--- config.mk ---
export PLATFORM = sky130hd
export DESIGN_NAME = dot_product_ctrl
export DESIGN_NICKNAME = d
export VERILOG_FILES = /design/src/rtl/dotp_pkg.sv /design/src/rtl/dotp_beat_counter.sv /design/src/rtl/dot_product_ctrl.sv
export SDC_FILE = /design/constraint.sdc
export NUM_CORES = 1
export LEC_CHECK = 0
export BUFFER_PORTS_ARGS = -buffer_cell sky130_fd_sc_hd__buf_2
export CORE_MARGIN = 8
export CORE_UTILIZATION = 35
export DETAILED_ROUTE_END_ITERATION = 8
export PLACE_DENSITY_LB_ADDON = 0.08
export SLEW_MARGIN = 20
export SYNTH_ARGS = -nofsm -noshare
export SYNTH_HDL_FRONTEND = slang
export SYNTH_HIERARCHICAL = 1
export SYNTH_SLANG_ARGS = --single-unit
--- constraint.sdc ---
create_clock -name clk -period 3.4 [get_ports clk]
set_input_delay 0.34 -clock clk [delete_from_list [all_inputs] [get_ports clk]]
set_output_delay 0.34 -clock clk [all_outputs]
set_load 0.03 [all_outputs]
--- src/rtl/dotp_pkg.sv ---
// Shared types and default sizing for the dot-product sequencer.
// Optional lane reduction output is enabled with DOTP_REDUCE_EN.
package dotp_pkg;

   localparam int DOTP_DATA_WIDTH = 8;
   localparam int DOTP_PARA_DEG   = 3;
   localparam int DOTP_LEN_WIDTH  = 8;

   localparam int LANE_W = 2 * DOTP_DATA_WIDTH;
   localparam int VEC_W  = DOTP_PARA_DEG * DOTP_DATA_WIDTH;
   localparam int ACC_W  = DOTP_PARA_DEG * LANE_W;

   typedef enum logic [1:0] {
      IDLE,
      FEED,
      DRAIN,
      OUT
   } dotp_state_e;

endpackage

--- src/rtl/dotp_beat_counter.sv ---
// Remaining-beat counter: parallel load, decrement on demand, zero flag.
module dotp_beat_counter #(
   parameter int WIDTH = 8
) (
   input  logic             clk,
   input  logic             reset,
   input  logic             load,
   input  logic [WIDTH-1:0] load_value,
   input  logic             dec,
   output logic [WIDTH-1:0] count,
   output logic             zero
);

   always_ff @(posedge clk or posedge reset) begin
      if (reset) begin
         count <= '0;
      end else if (load) begin
         count <= load_value;
      end else if (dec && (count != '0)) begin
         count <= count - WIDTH'(1);
      end
   end

   assign zero = (count == '0);

endmodule

--- src/rtl/dot_product_ctrl.sv ---
// Sequences a multi-beat dot product through an external PEGroup lane array.
// Define DOTP_REDUCE_EN to add out_sum, the combinational sum of all result lanes.
module dot_product_ctrl
   import dotp_pkg::*;
#(
   parameter int DATA_WIDTH = DOTP_DATA_WIDTH,
   parameter int PARA_DEG   = DOTP_PARA_DEG,
   parameter int LEN_WIDTH  = DOTP_LEN_WIDTH
) (
   input  logic                             clk,
   input  logic                             reset,
   input  logic                             start,
   input  logic [LEN_WIDTH-1:0]             len,
   output logic                             busy,
   input  logic                             in_valid,
   output logic                             in_ready,
   input  logic [PARA_DEG*DATA_WIDTH-1:0]   in_data0,
   input  logic [PARA_DEG*DATA_WIDTH-1:0]   in_data1,
   output logic                             pe_load_old_output,
   output logic [PARA_DEG*DATA_WIDTH-1:0]   pe_data0,
   output logic [PARA_DEG*DATA_WIDTH-1:0]   pe_data1,
   output logic [PARA_DEG*2*DATA_WIDTH-1:0] pe_old_output,
   input  logic [PARA_DEG*2*DATA_WIDTH-1:0] pe_result,
   output logic                             out_valid,
   input  logic                             out_ready,
   output logic [PARA_DEG*2*DATA_WIDTH-1:0] out_result,
   output logic                             done
`ifdef DOTP_REDUCE_EN
   ,
   output logic [2*DATA_WIDTH+$clog2(PARA_DEG)-1:0] out_sum
`endif
);

   localparam int L_W = 2 * DATA_WIDTH;
   localparam int A_W = PARA_DEG * L_W;

   dotp_state_e          state, state_next;
   logic [LEN_WIDTH-1:0] remaining;
   logic                 remaining_zero;
   logic [A_W-1:0]       acc;
   logic                 first;
   logic                 inflight;
   logic                 fire;
   logic                 start_accept;

   assign start_accept = (state == IDLE) && start;
   assign fire         = in_valid && in_ready;

   dotp_beat_counter #(
      .WIDTH(LEN_WIDTH)
   ) u_beat_counter (
      .clk       (clk),
      .reset     (reset),
      .load      (start_accept),
      .load_value(len),
      .dec       (fire),
      .count     (remaining),
      .zero      (remaining_zero)
   );

   always_ff @(posedge clk or posedge reset) begin
      if (reset) begin
         state <= IDLE;
      end else begin
         state <= state_next;
      end
   end

   always_comb begin
      state_next = state;
      unique case (state)
         IDLE:  if (start) state_next = (len != '0) ? FEED : OUT;
         FEED:  if (fire && (remaining == LEN_WIDTH'(1))) state_next = DRAIN;
         DRAIN: state_next = OUT;
         OUT:   if (out_ready) state_next = IDLE;
         default: state_next = IDLE;
      endcase
   end

   always_comb begin
      busy      = (state != IDLE);
      in_ready  = (state == FEED) && !remaining_zero;
      out_valid = (state == OUT);
   end

   // Partial sums are taken straight from the PE output while a beat is in
   // flight, so consecutive beats chain without waiting for acc to update.
   always_ff @(posedge clk or posedge reset) begin
      if (reset) begin
         acc      <= '0;
         first    <= 1'b0;
         inflight <= 1'b0;
         done     <= 1'b0;
      end else begin
         inflight <= fire;
         done     <= (state == OUT) && out_ready;
         if (start_accept) begin
            first <= 1'b1;
         end else if (fire) begin
            first <= 1'b0;
         end
         if (start_accept && (len == '0)) begin
            acc <= '0;
         end else if (inflight) begin
            acc <= pe_result;
         end
      end
   end

   assign pe_load_old_output = fire;
   assign pe_data0           = fire ? in_data0 : '0;
   assign pe_data1           = fire ? in_data1 : '0;
   assign pe_old_output      = first ? '0 : (inflight ? pe_result : acc);
   assign out_result         = acc;

`ifdef DOTP_REDUCE_EN
   always_comb begin
      out_sum = '0;
      for (int unsigned i = 0; i < PARA_DEG; i++) begin
         out_sum += ($bits(out_sum))'(acc[i*L_W +: L_W]);
      end
   end
`endif

endmodule

==> impl_metrics.tcl, run 1 <==
set metrics [dict create \
    outcome "finished clean" \
    grt_pass1_wl_mm 18.6 \
    drt_iter0_markers 178 \
    cts_tree "built" \
    syn_area_sq_um 3310 \
    antenna_found_initial 0 \
    synth_top_area_cell "dfrtp_1" \
    portBuffers 257 \
    drc_errors 0 \
    ios 258 \
    ys_warn_count 6 \
    synth_area_per_cell_sq_um 9.48 \
    powerDensity_nw_per_um2 1110 \
    wl_per_cell_um 17.1 \
    cts_buffers 9 \
    hp-class "input pin to register" \
    drive_gt1_share_pct 47.2 \
    drv_cap 0 \
    cts.sinks 61 \
    post-place-ws_ps 803 \
    place.gp.congestion 0.917 \
    critPathMaxStageDelay_ps 500 \
    cp-endpoint "pe_data1[12]" \
    syn_inst 349 \
    critPathTopFamily "simple AND/OR/NAND/NOR gates" \
    arrival_ps 2620 \
    syn_to_final_growth_pct 46.1 \
    slowest_stage "or4b_4" \
    drv_slew 0 \
    row_count 35 \
    utilization_pct 52.6 \
    drtPass1Iterations 4 \
    hold_viol 0 \
    grt_usage_pct 18.3 \
    die_y_um 113 \
    layout.nets 717 \
    antenna_left 0 \
    critPathLaunchType "register" \
    clock.fmax_ghz 0.337 \
    gr-total-overflow 0 \
    rsz0062_at_grt "no" \
    holdWs_ps 244 \
    cts_buffer_depth 2 \
    syn-num-nets 465 \
    clk_pin_slew_ps 70 \
    cts-htree-levels 3 \
    start_util_pct 36.0 \
    vias 3313 \
    synth_seq_area_share_pct 46.1 \
    async_reset_ff_share_pct 100 \
    ys_ff_latch 61 \
    leakagePower_nw 2.68 \
    coreArea_sq_um 9200 \
    worst-setup-path-type "register to primary output" \
    die_w_um 113 \
    fin_ws_ps 436 \
    fin_crit_ps 2960 \
    r2r_slack_ps 960 \
    fin_skew_ps 7.21 \
    cts_resized 0 \
    fillers 909 \
    cp.depth 8 \
    diodes 0 \
    synth_top_area_share_pct 46.1 \
    netlist_top_cells_area "dfrtp_1, mux2i_1, nor2_1" \
    ir_drop_mv 0.385 \
    path_cells "inv_1 > ha_1 > or4b_4 > nor2_1 > and3b_1 > buf_4 > and2_1 > buf_2" \
    setup_viol 0 \
    required_ps 3060 \
    wl_mm 12.3 \
    dp_hpwl_mm 10.1 \
    r2r_cells 9 \
    max_slew_margin_pct 47.0 \
    finalCritPeriodShare_pct 87.2 \
    cp_max_fo 52 \
    power_mw 5.38 \
    floorplan.die_area_sq_um 12800 \
    clock-root-buffer "clkbuf_8" \
    crit_start "u_beat_counter/count[0]" \
    grt_max_degree 53 \
    rr_endpoint "state[0]" \
    ys_types 40 \
    clkLatencyLatePin_ps 330 \
    ys.flop_type "dfrtp_1" \
    vias_per_cell 4.62 \
    rr_startpoint "u_beat_counter/count[0]" \
    grt_pass1_vias 3338 \
    fin_setup_tns_ps 0 \
    crit_path_end_kind "primary output" \
    path_buf_inv 3 \
    tightest_slew_ps 794 \
    synth_edf_count 0 \
]
worst register-to-register path, delay by kind of cell (launching register included):
family | cells | cell delay [ps]
AOI/OAI and AO/OA | 1 | 170
adders and majority gates | 1 | 170
buffers and inverters | 2 | 390
DFF | 1 | 400
muxes | 1 | 190
and+or+nand+nor | 4 | 1040
flip-flops by register name, indices dropped and copies added, names as in the netlist:
| register | cells |
|---|---|
| state | 2 |
| done | 1 |
| u_beat_counter/count | 8 |
| first | 1 |
| out_result | 48 |
| inflight | 1 |
final cells by class:
| cell class | instances | area, sq um | share of cell area [%] |
|---|---|---|---|
| inverters | 9 | 33.8 | 0.699 |
| clock inverters | 5 | 27.5 | 0.569 |
| flip-flops and latches | 61 | 1530 | 31.6 |
| clock buffers | 11 | 131 | 2.72 |
| multi-input cells | 256 | 1620 | 33.5 |
| repair buffers | 264 | 1350 | 28.0 |
| well taps | 111 | 139 | 2.87 |
per-stage QoR:
stage / instance area, sq um / cells
final: 4830 / 717
after global routing: 4830 / 717
after CTS: 4830 / 717
after detailed placement: 4670 / 700
after global placement: 4670 / 700
after floorplan: 3310 / 349
cell families (layout without fill, tap and decap cells):
logic type	count (synthesis)	in the layout	share of synthesized area [%]
and+or+nand+nor	176	176	26.3
DFF	61	61	46.1
AOI/OAI and AO/OA	18	18	3.52
buffers and inverters	32	289	4.88
xor gates and xnor gates	4	4	1.06
adders and majority gates	7	7	2.65
muxes	51	51	15.5
cell usage in the layout (no fill, tap or decap), types with 2 or more instances in the layout:
cell type  count
ha_1           7
nor2b_1        3
nand3_1        2
buf_2        257
o21ai_1        3
clkbuf_1       2
nor2_1        99
and2_1        50
xor2_1         2
nand2_1        8
o21ai_0        4
buf_4          5
clkinv_2       4
mux2i_1       50
nor4b_1        2
xnor2_1        2
clkbuf_8       9
inv_1          8
dfrtp_1       60
nor4_2         3
per-layer routing:
metal  routed length [um]  vias up  track usage, %
met5                    0        -               0
li1                     -     1634               -
met2                 6240      150            32.1
met4                  119        0            4.44
met3                 1000       12            6.34
met1                 4890     1517            20.8
Yosys cell counts (all sizes together) (2+ instances only):
| cell type | count |
|---|---|
| dfrtp | 61 |
| nand2 | 8 |
| nor4b | 2 |
| xnor2 | 2 |
| clkbuf | 11 |
| buf | 12 |
| xor2 | 2 |
| and2 | 50 |
| nor4 | 4 |
| ha | 7 |
| inv | 9 |
| nand3 | 2 |
| nor2 | 99 |
| mux2i | 50 |
| o21ai | 8 |
| nor2b | 3 |
report_power, final:
group | switching (mW) | total, mW | internal [mW]
sequential | 0.284 | 1.38 | 1.09
clock | 0.269 | 0.528 | 0.259
combinational | 2.45 | 3.47 | 1.03
total | 3.00 | 5.38 | 2.38
how the worst min path moves through the flow:
| stage | from | end | slack, ps | cells past startpoint |
|---|---|---|---|---|
| 6_report | len[2] | u_beat_counter/count[2] | 240 | 3 |
| 5_1_grt | len[6] | u_beat_counter/count[6] | 230 | 3 |
| 4_1_cts | len[2] | u_beat_counter/count[2] | 230 | 3 |
| 3_5_place_dp | reset | u_beat_counter/count[4] | 320 | 2 |
| 3_3_place_gp | reset | u_beat_counter/count[7] | 320 | 2 |
| 2_1_floorplan | reset | u_beat_counter/count[0] | 160 | 1 |
repair_timing:
action | CTS | global route
hold endpoints to repair | 8 | 0
hold buffers | 1 | 0
setup buffers | 0 | 0
setup endpoints to repair | 0 | 0
(Power assumes the default switching activity.)
==> run 2, diff against run 1 <==
- clock period: 3.4 -> 3.6 ns (I/O delays scaled with it)
==> impl_metrics.tcl, run 2 (synthesized netlist as in run 1, its figures left out) <==
set metrics [dict create \
    outcome "finished clean" \
    drtPass1Iterations 4 \
    start_util_pct 36.0 \
    drive_gt1_share_pct 47.1 \
    wl_mm 12.5 \
    antenna_found_initial 0 \
    place.gp.congestion 0.939 \
    diodes 0 \
    wl_per_cell_um 17.6 \
    fin_skew_ps 6.33 \
    worst-setup-path-type "register to primary output" \
    grt_pass1_vias 3453 \
    floorplan.die_area_sq_um 12800 \
    finalCritPeriodShare_pct 85.8 \
    clock.fmax_ghz 0.324 \
    cts_tree "built" \
    required_ps 3240 \
    leakagePower_nw 2.67 \
    final_common_cell "buf_2" \
    grt_max_degree 55 \
    drc_errors 0 \
    clock-root-buffer "clkbuf_8" \
    max_slew_margin_pct 39.6 \
    r2r_slack_ps 930 \
    final_cell_mix "buf_2, nor2_1, dfrtp_1" \
    r2r_cells 9 \
    hp-class "input pin to register" \
    drt_iter0_markers 179 \
    largest_register_ffs 48 \
    portBuffers 257 \
    drv_slew 0 \
    fin_crit_ps 3090 \
    whs_path_depth 2 \
    tightest_slew_ps 906 \
    rsz0062_at_grt "no" \
    hold_viol 0 \
    ir_drop_mv 0.392 \
    dp_hpwl_mm 10.2 \
    powerDensity_nw_per_um2 1050 \
    cts_buffers 9 \
    cts-htree-levels 3 \
    critPathLaunchType "register" \
    syn_to_final_growth_pct 45.2 \
    cts_buffer_depth 2 \
    cts.sinks 61 \
    clk_pin_slew_ps 60 \
    grt_pass1_wl_mm 19.2 \
    drv_cap 0 \
    row_count 35 \
    die_y_um 113 \
    layout.nets 716 \
    antenna_left 0 \
    die_w_um 113 \
    arrival_ps 2730 \
    clkLatencyLatePin_ps 320 \
    coreArea_sq_um 9200 \
    vias 3364 \
    gr-total-overflow 0 \
    fin_setup_tns_ps 0 \
    cp_max_fo 54 \
    cts_resized 0 \
    crit_path_end_kind "primary output" \
    vias_per_cell 4.71 \
    holdWs_ps 267 \
    setup_viol 0 \
    ios 258 \
    fillers 885 \
    grt_usage_pct 18.8 \
]
[run 2: cell count changes in the layout (fill, tap and decap cells not counted), sizes merged]
cell | before | now
buf | 263 | 262
clkinv | 4 | 3
clkinvlp | 1 | 0
[run 2: through the flow]
stage	setup WS (ps)	instances	cell area, sq um	utilization (%)	power [mW]
finish	510	714	4800	52.2	5.06
global route	337	714	4800	52.2	5.40
CTS	499	714	4800	52.2	5.13
detailed placement	873	699	4650	50.5	4.63
global placement	698	699	4650	50.5	4.60
floorplan	999	349	3310	-	3.60
[run 2: worst max-delay path, cell delays in order, from the launching register on]
cell,delay (ps)
dfrtp_1,390
inv_1,120
ha_1,180
or4b_4,500
nor2_1,250
and3b_2,480
and2_1,300
buf_2,180
[run 2: power breakdown]
part | internal (mW) | switching [mW] | leakage (nW)
Clock | 0.239 | 0.236 | 0.0788
Combinational | 0.967 | 2.30 | 1.86
Sequential | 1.03 | 0.289 | 0.729
Total | 2.24 | 2.82 | 2.67
[run 2: routing by layer]
| metal | up-vias | wire length (um) | global-route usage, % |
|---|---|---|---|
| li1 | 1630 | - | - |
| met1 | 1560 | 4900 | 20.8 |
| met2 | 157 | 6340 | 33.1 |
| met3 | 17 | 1130 | 6.71 |
| met4 | 0 | 176 | 5.68 |
| met5 | - | 0 | 0 |
[run 2: layout make-up]
cell class	count	area [sq um]	share of cell area, %
inverter	9	33.8	0.703
multi-input combinational	256	1620	33.8
timing repair buffer	263	1330	27.8
sequential	61	1530	31.8
clock buffer	11	131	2.74
tap	111	139	2.89
clock inverter	3	15.0	0.313
[run 2: worst paths after layout]
path,to,start
worst max-delay path,pe_data1[14],u_beat_counter/count[0]
worst max register to register,u_beat_counter/count[2],u_beat_counter/count[0]
worst min register to register,out_result[38],out_result[38]
max in group asynchronous,out_result[1],reset
worst min-delay path,done,out_ready
min in group asynchronous,u_beat_counter/count[6],reset
[run 2: timing repair]
item                                    4_1_cts  5_1_grt
endpoints found under the setup margin        0        0
endpoints found under the hold margin         8        0
hold buffers                                  1        0
buffers inserted                              0        0
==> run 3, diff against run 2 <==
- clock period: 3.6 -> 2.85 ns (I/O delays scaled with it)
==> impl_metrics.tcl, run 3 (synthesized netlist as in run 1, its figures left out) <==
set metrics [dict create \
    fin_setup_tns_ps 0 \
    gr-total-overflow 0 \
    intPower_mw 3.01 \
    fillers 856 \
    final_common_cell "buf_2" \
    clk_pin_slew_ps 60 \
    slowest_stage "or4b_4" \
    antenna_left 0 \
    seq_power_share_pct 24.2 \
    place.gp.congestion 0.985 \
    p_comb_share_pct 64.3 \
    ir_drop_mv 0.441 \
    clkPwrFrac_pct 11.5 \
    drive_gt1_share_pct 48.1 \
    required_ps 2570 \
    ios 258 \
    diodes 0 \
    clock-root-buffer "clkbuf_8" \
    grt_pass1_vias 3371 \
    drt_iter0_markers 171 \
    vias_per_cell 4.63 \
    cts-htree-levels 3 \
    p_switching_mw 3.58 \
    cts.sinks 61 \
    hp-class "input pin to register" \
    finalCritPeriodShare_pct 96.4 \
    fin_ws_ps 103 \
    max_slew_margin_pct 53.0 \
    row_count 35 \
    setup_viol 0 \
    worst-setup-path-type "register to primary output" \
    critPathLaunchType "register" \
    seq_area_sq_um 1530 \
    wl_per_cell_um 17.1 \
    die_w_um 113 \
    antenna_found_initial 0 \
    path_cells "inv_1 > ha_1 > or4b_4 > nor2_4 > and3b_2 > buf_12 > and2_1 > buf_2" \
    critPathMaxStageDelay_ps 500 \
    multiInputGateArea_sq_um 1630 \
    cts_buffer_depth 2 \
    largest_register_ffs 48 \
    drc_errors 0 \
    powerDensity_nw_per_um2 1330 \
    start_util_pct 36.0 \
    leakagePower_nw 2.73 \
    crit_path_end_kind "primary output" \
    holdWs_ps 190 \
    drtPass1Iterations 4 \
    cts_tree "built" \
    grt_max_degree 50 \
    grt_pass1_wl_mm 18.9 \
    wl_mm 12.3 \
    grt_usage_pct 18.4 \
    portBuffers 257 \
    outcome "finished clean" \
    vias 3336 \
    floorplan.die_area_sq_um 12800 \
    arrival_ps 2460 \
    cts_buffers 9 \
    drv_slew 0 \
    post-place-ws_ps 247 \
    clkLatencyLatePin_ps 330 \
    tightest_slew_ps 694 \
    layout.nets 721 \
    hold_viol 0 \
    dp_hpwl_mm 10.0 \
    fin_skew_ps 5.47 \
    coreArea_sq_um 9200 \
    cp_max_fo 49 \
    fin_crit_ps 2750 \
    die_y_um 113 \
    swShare_pct 54.3 \
    syn_to_final_growth_pct 49.3 \
    rsz0062_at_grt "no" \
    drv_cap 0 \
    clock.fmax_ghz 0.364 \
    final_cell_mix "buf_2, nor2_1, dfrtp_1" \
]
## run 3: changes by cell type in the layout (fill, tap and decap cells not counted), sizes merged
cell and change:
buf +5, bufinv +1, clkinv -1, clkinvlp +1
## run 3: path summary, 6_finish.rpt
| check | start | end | slack [ps] | depth (start not counted) |
|---|---|---|---|---|
| max | u_beat_counter/count[0] | pe_data1[12] | 100 | 8 |
| min | out_ready | done | 190 | 2 |
| max reg2reg | u_beat_counter/count[0] | u_beat_counter/count[5] | 430 | 10 |
| min reg2reg | first | first | 520 | 2 |
| max in group asynchronous | reset | out_result[40] | 1590 | 4 |
| min in group asynchronous | reset | u_beat_counter/count[3] | 470 | 3 |
## run 3: per-stage QoR
step | area [sq um] | cells | utilization [%] | total power, mW
4_1_cts | 4910 | 717 | 53.3 | 6.64
3_5_place_dp | 4690 | 701 | 51.0 | 5.84
6_report | 4940 | 720 | 53.7 | 6.59
3_3_place_gp | 4690 | 701 | 51.0 | 5.80
5_1_grt | 4940 | 720 | 53.7 | 7.04
2_1_floorplan | 3310 | 349 | - | 4.54
## run 3: area by class of cell
cell class              instances  area share [%]
multi-input cells             256            33.0
flip-flops and latches         61            30.9
repair buffers                268            28.5
clock buffers                  11            3.07
well taps                     111            2.81
clock inverters                 4           0.963
inverters                       9           0.684
## run 3: metal layers
layer  track usage [%]  vias up  part of all wire [%]
met2              32.1      153                    51
li1                  -     1641                     -
met5                 0        -                     0
met4              4.00        0                  0.75
met1              21.5     1530                    40
met3              6.02       12                   8.7
## run 3: critical path: cells and delay by family (launching register included)
kind | cells | cell delay [ps]
AND/OR/NAND/NOR | 4 | 1080
buffers and inverters | 3 | 470
flip-flops | 1 | 390
adder cells (fa/ha/maj) | 1 | 180
## run 3: power groups by stage
stage	registers, mW	logic, mW	clock network (mW)
detailed placement	1.61	4.23	0
global placement	1.60	4.20	0
finish	1.59	4.24	0.758
floorplan	2.27	2.28	0
CTS	1.59	4.25	0.789
global route	1.66	4.55	0.831
## run 3: timing repair
item | in CTS | in global routing
pin swaps | 0 | 0
setup endpoints to repair | 48 | 48
gates resized for setup | 4 | 2
hold buffers | 1 | 0
hold endpoints to repair | 8 | 0
buffers inserted | 0 | 3
